===== src/rtl/pipe_ctrl_pkg.sv =====
`default_nettype none
// ---------------------------------------------------------------------------
// pipe_ctrl_pkg : state encodings, register constants and control bundles
//                 shared by the pipeline hazard controller.  Rev 1.0
// ---------------------------------------------------------------------------
package pipe_ctrl_pkg;

  localparam logic [1:0] ST_RUN      = 2'd0;
  localparam logic [1:0] ST_MEM_WAIT = 2'd1;
  localparam logic [1:0] ST_FLUSH    = 2'd2;

  localparam logic [4:0] REG_X0 = 5'd0;

  localparam int FLUSH_CNT_W = 3;
  localparam int PERF_CNT_W  = 16;

  typedef struct packed {
    logic pc_en;
    logic if_id_hazard;
    logic if_id_flush;
    logic id_ex_bubble;
    logic ex_mem_en;
    logic mem_wb_en;
  } ctrl_t;

  localparam ctrl_t CTRL_RUN = '{pc_en: 1'b1, if_id_hazard: 1'b0, if_id_flush: 1'b0,
                                 id_ex_bubble: 1'b0, ex_mem_en: 1'b1, mem_wb_en: 1'b1};
  localparam ctrl_t CTRL_STALL = '{pc_en: 1'b0, if_id_hazard: 1'b1, if_id_flush: 1'b0,
                                   id_ex_bubble: 1'b1, ex_mem_en: 1'b1, mem_wb_en: 1'b1};
  localparam ctrl_t CTRL_FLUSH = '{pc_en: 1'b1, if_id_hazard: 1'b0, if_id_flush: 1'b1,
                                   id_ex_bubble: 1'b1, ex_mem_en: 1'b1, mem_wb_en: 1'b1};
  localparam ctrl_t CTRL_FREEZE = '{pc_en: 1'b0, if_id_hazard: 1'b1, if_id_flush: 1'b0,
                                    id_ex_bubble: 1'b0, ex_mem_en: 1'b0, mem_wb_en: 1'b0};

endpackage
`default_nettype wire


===== src/rtl/pipe_hazard_ctrl_if.sv =====
`default_nettype none
// ---------------------------------------------------------------------------
// pipe_hazard_ctrl_if : ID/EX/MEM hazard inputs and pipeline-register controls;
//                       PIPE_HAZARD_PERF_EN adds the perf counter outputs.  Rev 1.0
// ---------------------------------------------------------------------------
interface pipe_hazard_ctrl_if
`ifdef PIPE_HAZARD_PERF_EN
  #(parameter int CNT_W = pipe_ctrl_pkg::PERF_CNT_W)
`endif
  ();

  logic [4:0] id_rs1;
  logic [4:0] id_rs2;
  logic [4:0] ex_rd;
  logic       ex_memread;
  logic       ex_redirect;
  logic       mem_req;
  logic       mem_ready;

  logic       pc_en;
  logic       if_id_hazard;
  logic       if_id_flush;
  logic       id_ex_bubble;
  logic       ex_mem_en;
  logic       mem_wb_en;
  logic       timeout_err;

`ifdef PIPE_HAZARD_PERF_EN
  logic [CNT_W-1:0] perf_lu_cnt;
  logic [CNT_W-1:0] perf_flush_cnt;
  logic [CNT_W-1:0] perf_memwait_cnt;
`endif

  modport slave (
    input  id_rs1, id_rs2, ex_rd, ex_memread, ex_redirect, mem_req, mem_ready,
    output pc_en, if_id_hazard, if_id_flush, id_ex_bubble, ex_mem_en, mem_wb_en,
           timeout_err
`ifdef PIPE_HAZARD_PERF_EN
    , output perf_lu_cnt, perf_flush_cnt, perf_memwait_cnt
`endif
  );

  modport master (
    output id_rs1, id_rs2, ex_rd, ex_memread, ex_redirect, mem_req, mem_ready,
    input  pc_en, if_id_hazard, if_id_flush, id_ex_bubble, ex_mem_en, mem_wb_en,
           timeout_err
`ifdef PIPE_HAZARD_PERF_EN
    , input perf_lu_cnt, perf_flush_cnt, perf_memwait_cnt
`endif
  );

endinterface
`default_nettype wire


===== src/rtl/ldu_detect.sv =====
`default_nettype none
// ---------------------------------------------------------------------------
// ldu_detect : load-use comparator between the load in EX and the ID sources.
// Rev 1.0
// ---------------------------------------------------------------------------
module ldu_detect
  import pipe_ctrl_pkg::*;
(
  input  logic [4:0] id_rs1_i,
  input  logic [4:0] id_rs2_i,
  input  logic [4:0] ex_rd_i,
  input  logic       ex_memread_i,
  output logic       lu_o
);

  // x0 is hard-wired, so a load targeting it never creates a dependency
  assign lu_o = ex_memread_i && (ex_rd_i != REG_X0) &&
                ((ex_rd_i == id_rs1_i) || (ex_rd_i == id_rs2_i));

endmodule
`default_nettype wire


===== src/rtl/pipe_hazard_ctrl.sv =====
`default_nettype none
// ---------------------------------------------------------------------------
// pipe_hazard_ctrl : hold/flush/bubble/freeze control for the 5-stage RV64 pipe;
//                    define PIPE_HAZARD_PERF_EN for saturating perf counters.  Rev 1.0
// ---------------------------------------------------------------------------
module pipe_hazard_ctrl
  import pipe_ctrl_pkg::*;
#(
  parameter int FLUSH_CYCLES = 1,
  parameter int MEM_TIMEOUT  = 255
`ifdef PIPE_HAZARD_PERF_EN
  ,
  parameter int CNT_W        = PERF_CNT_W
`endif
) (
  input  logic              clk,
  input  logic              arst_n,
  pipe_hazard_ctrl_if.slave hz_if
);

  localparam int WAIT_W = $clog2(MEM_TIMEOUT + 1);
  localparam logic [FLUSH_CNT_W-1:0] FLUSH_RELOAD = FLUSH_CNT_W'(FLUSH_CYCLES - 1);
  localparam logic [WAIT_W-1:0]      WAIT_LIMIT   = WAIT_W'(MEM_TIMEOUT);

  logic [1:0]             state_q, state_d;
  logic [FLUSH_CNT_W-1:0] flush_cnt_q, flush_cnt_d;
  logic                   pend_q, pend_d;
  logic [WAIT_W-1:0]      wait_cnt_q, wait_cnt_d;
  logic                   tmo_q, tmo_d;

  logic  lu;
  logic  mw;
  ctrl_t ctrl;
  ctrl_t ctrl_out;

  ldu_detect u_ldu (
    .id_rs1_i     (hz_if.id_rs1),
    .id_rs2_i     (hz_if.id_rs2),
    .ex_rd_i      (hz_if.ex_rd),
    .ex_memread_i (hz_if.ex_memread),
    .lu_o         (lu)
  );

  assign mw = hz_if.mem_req && !hz_if.mem_ready;

  always_comb begin
    state_d     = state_q;
    flush_cnt_d = flush_cnt_q;
    pend_d      = pend_q;
    wait_cnt_d  = wait_cnt_q;
    tmo_d       = tmo_q;
    ctrl        = CTRL_RUN;

    case (state_q)
      ST_RUN, ST_FLUSH: begin
        if (mw) begin
          // flush_cnt_q is left untouched so an interrupted flush resumes on release
          ctrl       = CTRL_FREEZE;
          pend_d     = hz_if.ex_redirect;
          wait_cnt_d = '0;
          state_d    = ST_MEM_WAIT;
        end else if (hz_if.ex_redirect) begin
          ctrl        = CTRL_FLUSH;
          flush_cnt_d = FLUSH_RELOAD;
          state_d     = (FLUSH_RELOAD == '0) ? ST_RUN : ST_FLUSH;
        end else if (state_q == ST_FLUSH) begin
          ctrl        = CTRL_FLUSH;
          flush_cnt_d = flush_cnt_q - FLUSH_CNT_W'(1);
          state_d     = (flush_cnt_q == FLUSH_CNT_W'(1)) ? ST_RUN : ST_FLUSH;
        end else if (lu) begin
          ctrl = CTRL_STALL;
        end
      end

      ST_MEM_WAIT: begin
        if (hz_if.mem_ready) begin
          wait_cnt_d = '0;
          pend_d     = 1'b0;
          if (pend_q || hz_if.ex_redirect) begin
            ctrl        = CTRL_FLUSH;
            flush_cnt_d = FLUSH_RELOAD;
            state_d     = (FLUSH_RELOAD == '0) ? ST_RUN : ST_FLUSH;
          end else if (flush_cnt_q != '0) begin
            ctrl        = CTRL_FLUSH;
            flush_cnt_d = flush_cnt_q - FLUSH_CNT_W'(1);
            state_d     = (flush_cnt_q == FLUSH_CNT_W'(1)) ? ST_RUN : ST_FLUSH;
          end else begin
            // a load-use pair frozen across the wait still needs its bubble
            state_d = ST_RUN;
            if (lu) begin
              ctrl = CTRL_STALL;
            end
          end
        end else begin
          ctrl   = CTRL_FREEZE;
          pend_d = pend_q | hz_if.ex_redirect;
          if (wait_cnt_q != WAIT_LIMIT) begin
            wait_cnt_d = wait_cnt_q + WAIT_W'(1);
            if (wait_cnt_d == WAIT_LIMIT) begin
              tmo_d = 1'b1;
            end
          end
        end
      end

      default: begin
        state_d = ST_RUN;
      end
    endcase
  end

  always_ff @(posedge clk or negedge arst_n) begin
    if (!arst_n) begin
      state_q     <= ST_RUN;
      flush_cnt_q <= '0;
      pend_q      <= 1'b0;
      wait_cnt_q  <= '0;
      tmo_q       <= 1'b0;
    end else begin
      state_q     <= state_d;
      flush_cnt_q <= flush_cnt_d;
      pend_q      <= pend_d;
      wait_cnt_q  <= wait_cnt_d;
      tmo_q       <= tmo_d;
    end
  end

  // Inputs may show a hazard while reset is held; outputs must still read as idle
  assign ctrl_out = arst_n ? ctrl : CTRL_RUN;

  assign hz_if.pc_en        = ctrl_out.pc_en;
  assign hz_if.if_id_hazard = ctrl_out.if_id_hazard;
  assign hz_if.if_id_flush  = ctrl_out.if_id_flush;
  assign hz_if.id_ex_bubble = ctrl_out.id_ex_bubble;
  assign hz_if.ex_mem_en    = ctrl_out.ex_mem_en;
  assign hz_if.mem_wb_en    = ctrl_out.mem_wb_en;
  assign hz_if.timeout_err  = tmo_q;

`ifdef PIPE_HAZARD_PERF_EN
  logic [CNT_W-1:0] perf_lu_q;
  logic [CNT_W-1:0] perf_flush_q;
  logic [CNT_W-1:0] perf_mw_q;
  logic             lu_evt;

  // a bubble without a flush is only ever a load-use stall
  assign lu_evt = ctrl.id_ex_bubble && !ctrl.if_id_flush;

  always_ff @(posedge clk or negedge arst_n) begin
    if (!arst_n) begin
      perf_lu_q    <= '0;
      perf_flush_q <= '0;
      perf_mw_q    <= '0;
    end else begin
      if (lu_evt && (perf_lu_q != '1)) begin
        perf_lu_q <= perf_lu_q + CNT_W'(1);
      end
      if (ctrl.if_id_flush && (perf_flush_q != '1)) begin
        perf_flush_q <= perf_flush_q + CNT_W'(1);
      end
      if (!ctrl.mem_wb_en && (perf_mw_q != '1)) begin
        perf_mw_q <= perf_mw_q + CNT_W'(1);
      end
    end
  end

  assign hz_if.perf_lu_cnt      = perf_lu_q;
  assign hz_if.perf_flush_cnt   = perf_flush_q;
  assign hz_if.perf_memwait_cnt = perf_mw_q;
`endif

endmodule
`default_nettype wire

===== src/flat_wrapper.sv =====
// flat-port wrapper written by rule: the top's interface ports become plain ports
module pipe_hazard_ctrl_flat import pipe_ctrl_pkg::*;
#(
  parameter int FLUSH_CYCLES = 1,
  parameter int MEM_TIMEOUT  = 255

)
  (clk, arst_n, hz_if_id_rs1, hz_if_id_rs2, hz_if_ex_rd, hz_if_ex_memread, hz_if_ex_redirect, hz_if_mem_req, hz_if_mem_ready, hz_if_pc_en, hz_if_if_id_hazard, hz_if_if_id_flush, hz_if_id_ex_bubble, hz_if_ex_mem_en, hz_if_mem_wb_en, hz_if_timeout_err);
  pipe_hazard_ctrl_if hz_if_i ();
  input  logic clk;
  input  logic arst_n;
  input wire logic [$bits(hz_if_i.id_rs1)-1:0] hz_if_id_rs1;
  input wire logic [$bits(hz_if_i.id_rs2)-1:0] hz_if_id_rs2;
  input wire logic [$bits(hz_if_i.ex_rd)-1:0] hz_if_ex_rd;
  input wire logic [$bits(hz_if_i.ex_memread)-1:0] hz_if_ex_memread;
  input wire logic [$bits(hz_if_i.ex_redirect)-1:0] hz_if_ex_redirect;
  input wire logic [$bits(hz_if_i.mem_req)-1:0] hz_if_mem_req;
  input wire logic [$bits(hz_if_i.mem_ready)-1:0] hz_if_mem_ready;
  output wire logic [$bits(hz_if_i.pc_en)-1:0] hz_if_pc_en;
  output wire logic [$bits(hz_if_i.if_id_hazard)-1:0] hz_if_if_id_hazard;
  output wire logic [$bits(hz_if_i.if_id_flush)-1:0] hz_if_if_id_flush;
  output wire logic [$bits(hz_if_i.id_ex_bubble)-1:0] hz_if_id_ex_bubble;
  output wire logic [$bits(hz_if_i.ex_mem_en)-1:0] hz_if_ex_mem_en;
  output wire logic [$bits(hz_if_i.mem_wb_en)-1:0] hz_if_mem_wb_en;
  output wire logic [$bits(hz_if_i.timeout_err)-1:0] hz_if_timeout_err;
  assign hz_if_i.id_rs1 = hz_if_id_rs1;
  assign hz_if_i.id_rs2 = hz_if_id_rs2;
  assign hz_if_i.ex_rd = hz_if_ex_rd;
  assign hz_if_i.ex_memread = hz_if_ex_memread;
  assign hz_if_i.ex_redirect = hz_if_ex_redirect;
  assign hz_if_i.mem_req = hz_if_mem_req;
  assign hz_if_i.mem_ready = hz_if_mem_ready;
  assign hz_if_pc_en = hz_if_i.pc_en;
  assign hz_if_if_id_hazard = hz_if_i.if_id_hazard;
  assign hz_if_if_id_flush = hz_if_i.if_id_flush;
  assign hz_if_id_ex_bubble = hz_if_i.id_ex_bubble;
  assign hz_if_ex_mem_en = hz_if_i.ex_mem_en;
  assign hz_if_mem_wb_en = hz_if_i.mem_wb_en;
  assign hz_if_timeout_err = hz_if_i.timeout_err;
  pipe_hazard_ctrl #(.FLUSH_CYCLES(FLUSH_CYCLES), .MEM_TIMEOUT(MEM_TIMEOUT)) u_core (.clk(clk), .arst_n(arst_n), .hz_if(hz_if_i));
endmodule

===== config.mk =====
export PLATFORM = sky130hd
export DESIGN_NAME = pipe_hazard_ctrl_flat
export DESIGN_NICKNAME = d
export VERILOG_FILES = /design/src/rtl/pipe_ctrl_pkg.sv /design/src/rtl/pipe_hazard_ctrl_if.sv /design/src/rtl/ldu_detect.sv /design/src/rtl/pipe_hazard_ctrl.sv /design/src/flat_wrapper.sv
export SDC_FILE = /design/constraint.sdc
export NUM_CORES = 1
export LEC_CHECK = 0
export ABC_AREA = 1
export CAP_MARGIN = 25
export CORE_MARGIN = 3
export CORE_UTILIZATION = 44
export DETAILED_ROUTE_END_ITERATION = 12
export PLACE_DENSITY = 0.72
export SLEW_MARGIN = 10
export SYNTH_ARGS = -nofsm -noshare
export SYNTH_HDL_FRONTEND = slang
export SYNTH_SLANG_ARGS = --single-unit

===== constraint.sdc =====
create_clock -name clk -period 1.4 [get_ports clk]
set_clock_uncertainty 0.2 [all_clocks]
set_input_delay 0.14 -clock clk [delete_from_list [all_inputs] [get_ports clk]]
set_output_delay 0.14 -clock clk [all_outputs]
set_load 0.05 [all_outputs]

==> impl_metrics.csv <==
group,metric,value,unit
status,status,"finished, violations left",
status,violations,"negative setup slack",
clock_network,postCtsHoldBufs,0,
route,first_iter_violations,57,
sta,slew_headroom,83.2,%
min_path,worstHoldPathType,"in2async",
sta,setup_violations,20,
route,routedWlPerCell,13.5,um
placement,dp_cells,274,
grt,grt-ovfl-total,0,
layout,area_growth,79.3,%
critical_path,critPathMaxFanout,2,
layout,final_core_util,84.3,%
critical_path,cp.arrival,1.71,ns
run,cap_violations,0,
synthesis,syn_inst,185,
layout,instances_no_fill,288,
clock_network,clk_pin_slew,0.09,ns
placement,place_hpwl,2.62,mm
critical_path,crit_type,"reg2out",
pwr,p_leak,1.06,nW
layout,drive_gt1_share,36.0,%
grt,grt_first_pass_wirelength,5.93,mm
floorplan,dieHeight,57.9,um
grt,grt_pass1_vias,1413,
grt,antenna_found_initial,0,
placement,gp_congestion,0.877,
route,wl,3.89,mm
critical_path,end_kind,"primary output",
synthesis,postSynth.asyncResetShare,100,%
synthesis,syn_avg_cell_area,6.41,um^2
synthesis,yosysMostFrequentCell,"nand2_1",
floorplan,coreArea,0.00252,mm^2
sta,final_hold_viol_count,0,
sta,grt_setup_unrepaired,"true",
critical_path,critPathRequiredTime,1.06,ns
synthesis,synth_top_cell_area_share,31.6,%
pwr,power-per-cell-area,1510,mW/mm^2
placement,portBuffers,27,
layout,seqCellArea,375,um^2
synthesis,yosys.area.top_type,"dfrtp_1",
sta,fin_crit_sh,147,%
floorplan,row_count,18,
synthesis,synth-edff-count,0,
layout,n_fill_cell,152,
synthesis,synth_fp_nets,211,
clock_network,cts_sinks,15,
synthesis,synth_warnings,0,
synthesis,seq_area_frac_synth,31.6,%
layout,multi_input_area,855,um^2
sta,period_minus_slack,2.05,ns
sta,holdWs,0.00155,ns
grt,grt_use_total,22.5,%
clock_network,max-clock-path-buffers,2,
route,viasPerCell,5.04,
clock_network,cts_tree,"yes",
grt,grt_max_degree,9,
synthesis,synthTopCellsByArea,"dfrtp_1 (32%), nand2_1 (19%), inv_1 (11%), nand3_1 (5.5%), ha_1 (5.3%)",
clock_network,htree_levels,1,
layout,diodes,0,
critical_path,worstRegToRegCells,8,
sta,max_freq,487,MHz
pwr,peakVddDrop,1380,uV
critical_path,startpoint_type,"flop",
synthesis,syn_area,0.00119,mm^2
route,drc,0,
floorplan,pin_count,28,
clock_network,clk_latency,0.29,ns
floorplan,start_util,47.0,%
clock_network,numCtsBuffers,3,
layout,nets,285,
synthesis,synth_commonest_cells,"nand2_1 (60), inv_1 (35), dfrtp_1 (15), nor2_1 (15), nand3_1 (13)",
route,via_count,1452,
floorplan,die-area,0.00335,mm^2
route,firstDrtPassIters,5,
route,drtAntennaViolNets,0,
sta,worst_pin_slew,0.251,ns
sta,setup_ws,-0.653,ns
synthesis,yosys_register_bits,15,
synthesis,synth_flop_cell,"dfrtp_1",
floorplan,die_x,57.9,um
clock_network,ctsRootBufferMaster,"clkbuf_4",
sta,slew_violations,0,
synthesis,ys_types,22,
[cell families (layout without fill, tap and decap cells)]
kind of cell	after synthesis	after routing	share of synthesized area, %
adder cells (fa/ha/maj)	5	5	5.27
flip-flops	15	15	31.6
XOR/XNOR	4	4	2.95
buffers and inverters	38	111	12.3
AND/OR/NAND/NOR	103	103	38.2
AO/OA/AOI/OAI	20	20	9.60
[per-layer routing]
layer  global-route usage (%)  vias up  routed length (um)
li1                         -      721                   -
met1                     24.8      667                1460
met2                     45.3       48                2150
met3                     2.90       16                 182
met4                     3.97        0                  95
met5                        0        -                   0
[cells in the final DEF (no fill, tap or decap), types with 4 or more instances in the layout]
| cell | instances |
|---|---|
| nand2_4 | 5 |
| dfrtp_1 | 15 |
| nand2_1 | 52 |
| nand3_1 | 12 |
| clkdlybuf4s50_1 | 20 |
| buf_6 | 8 |
| buf_4 | 36 |
| nand2_2 | 4 |
| inv_4 | 4 |
| buf_12 | 6 |
| o21ai_1 | 9 |
| inv_1 | 29 |
| nor2_1 | 12 |
| nor2_4 | 5 |
[state kept, by name, summed over array words and instances, names as in the netlist]
signal and count:
u_core.wait_cnt_q 8, u_core.flush_cnt_q 3, u_core.state_q 2, u_core.hz_if.timeout_err 1, u_core.pend_q 1
[path summary, 6_finish.rpt]
| path | startpoint | slack [ns] | end |
|---|---|---|---|
| max in group asynchronous | arst_n | 0.76 | u_core.flush_cnt_q[0] |
| min in group clk | u_core.wait_cnt_q[5] | 0.33 | u_core.wait_cnt_q[5] |
| min | arst_n | 0.002 | u_core.wait_cnt_q[1] |
| min reg2reg | u_core.wait_cnt_q[5] | 0.33 | u_core.wait_cnt_q[5] |
| max | u_core.flush_cnt_q[0] | -0.65 | hz_if_pc_en |
| max reg2reg | u_core.state_q[1] | -0.31 | u_core.flush_cnt_q[0] |
[worst max-delay path, cell delays in order, from the launching register on]
cell and delay (ns):
dfrtp_1 0.41, inv_2 0.08, ha_4 0.13, nand4_1 0.15, a21oi_2 0.22, nand3_4 0.11
nand2_8 0.10, clkinvlp_4 0.07, buf_6 0.14
[power by group]
part / internal, mW / switching (mW)
Sequential: 0.521 / 0.0627
Combinational: 1.17 / 1.20
Clock: 0.111 / 0.151
Total: 1.80 / 1.42
[area by class of cell]
cell class | count | area share, %
Clock buffer | 4 | 1.24
Inverter | 37 | 7.18
Multi-Input combinational cell | 132 | 40.2
Sequential cell | 15 | 17.6
Tap cell | 30 | 1.76
Timing Repair Buffer | 70 | 32.0
[what timing repair did]
item | in CTS | in global routing
endpoints found under the setup margin | 18 | 20
resized for setup | 21 | 15
setup buffers | 6 | 6
pin swaps | 8 | 16
[through the flow]
step	TNS (ns)	total power [mW]	setup WS, ns	area, um^2
global route	-8.51	3.41	-0.767	2130
detailed placement	-7.77	2.33	-0.591	1890
CTS	-5.11	2.90	-0.619	2030
floorplan	-1.81	1.55	-0.303	1290
global placement	-6.85	2.28	-0.511	1890
finish	-6.80	3.22	-0.653	2130
No activity file was read; power rests on OpenSTA's default activity.
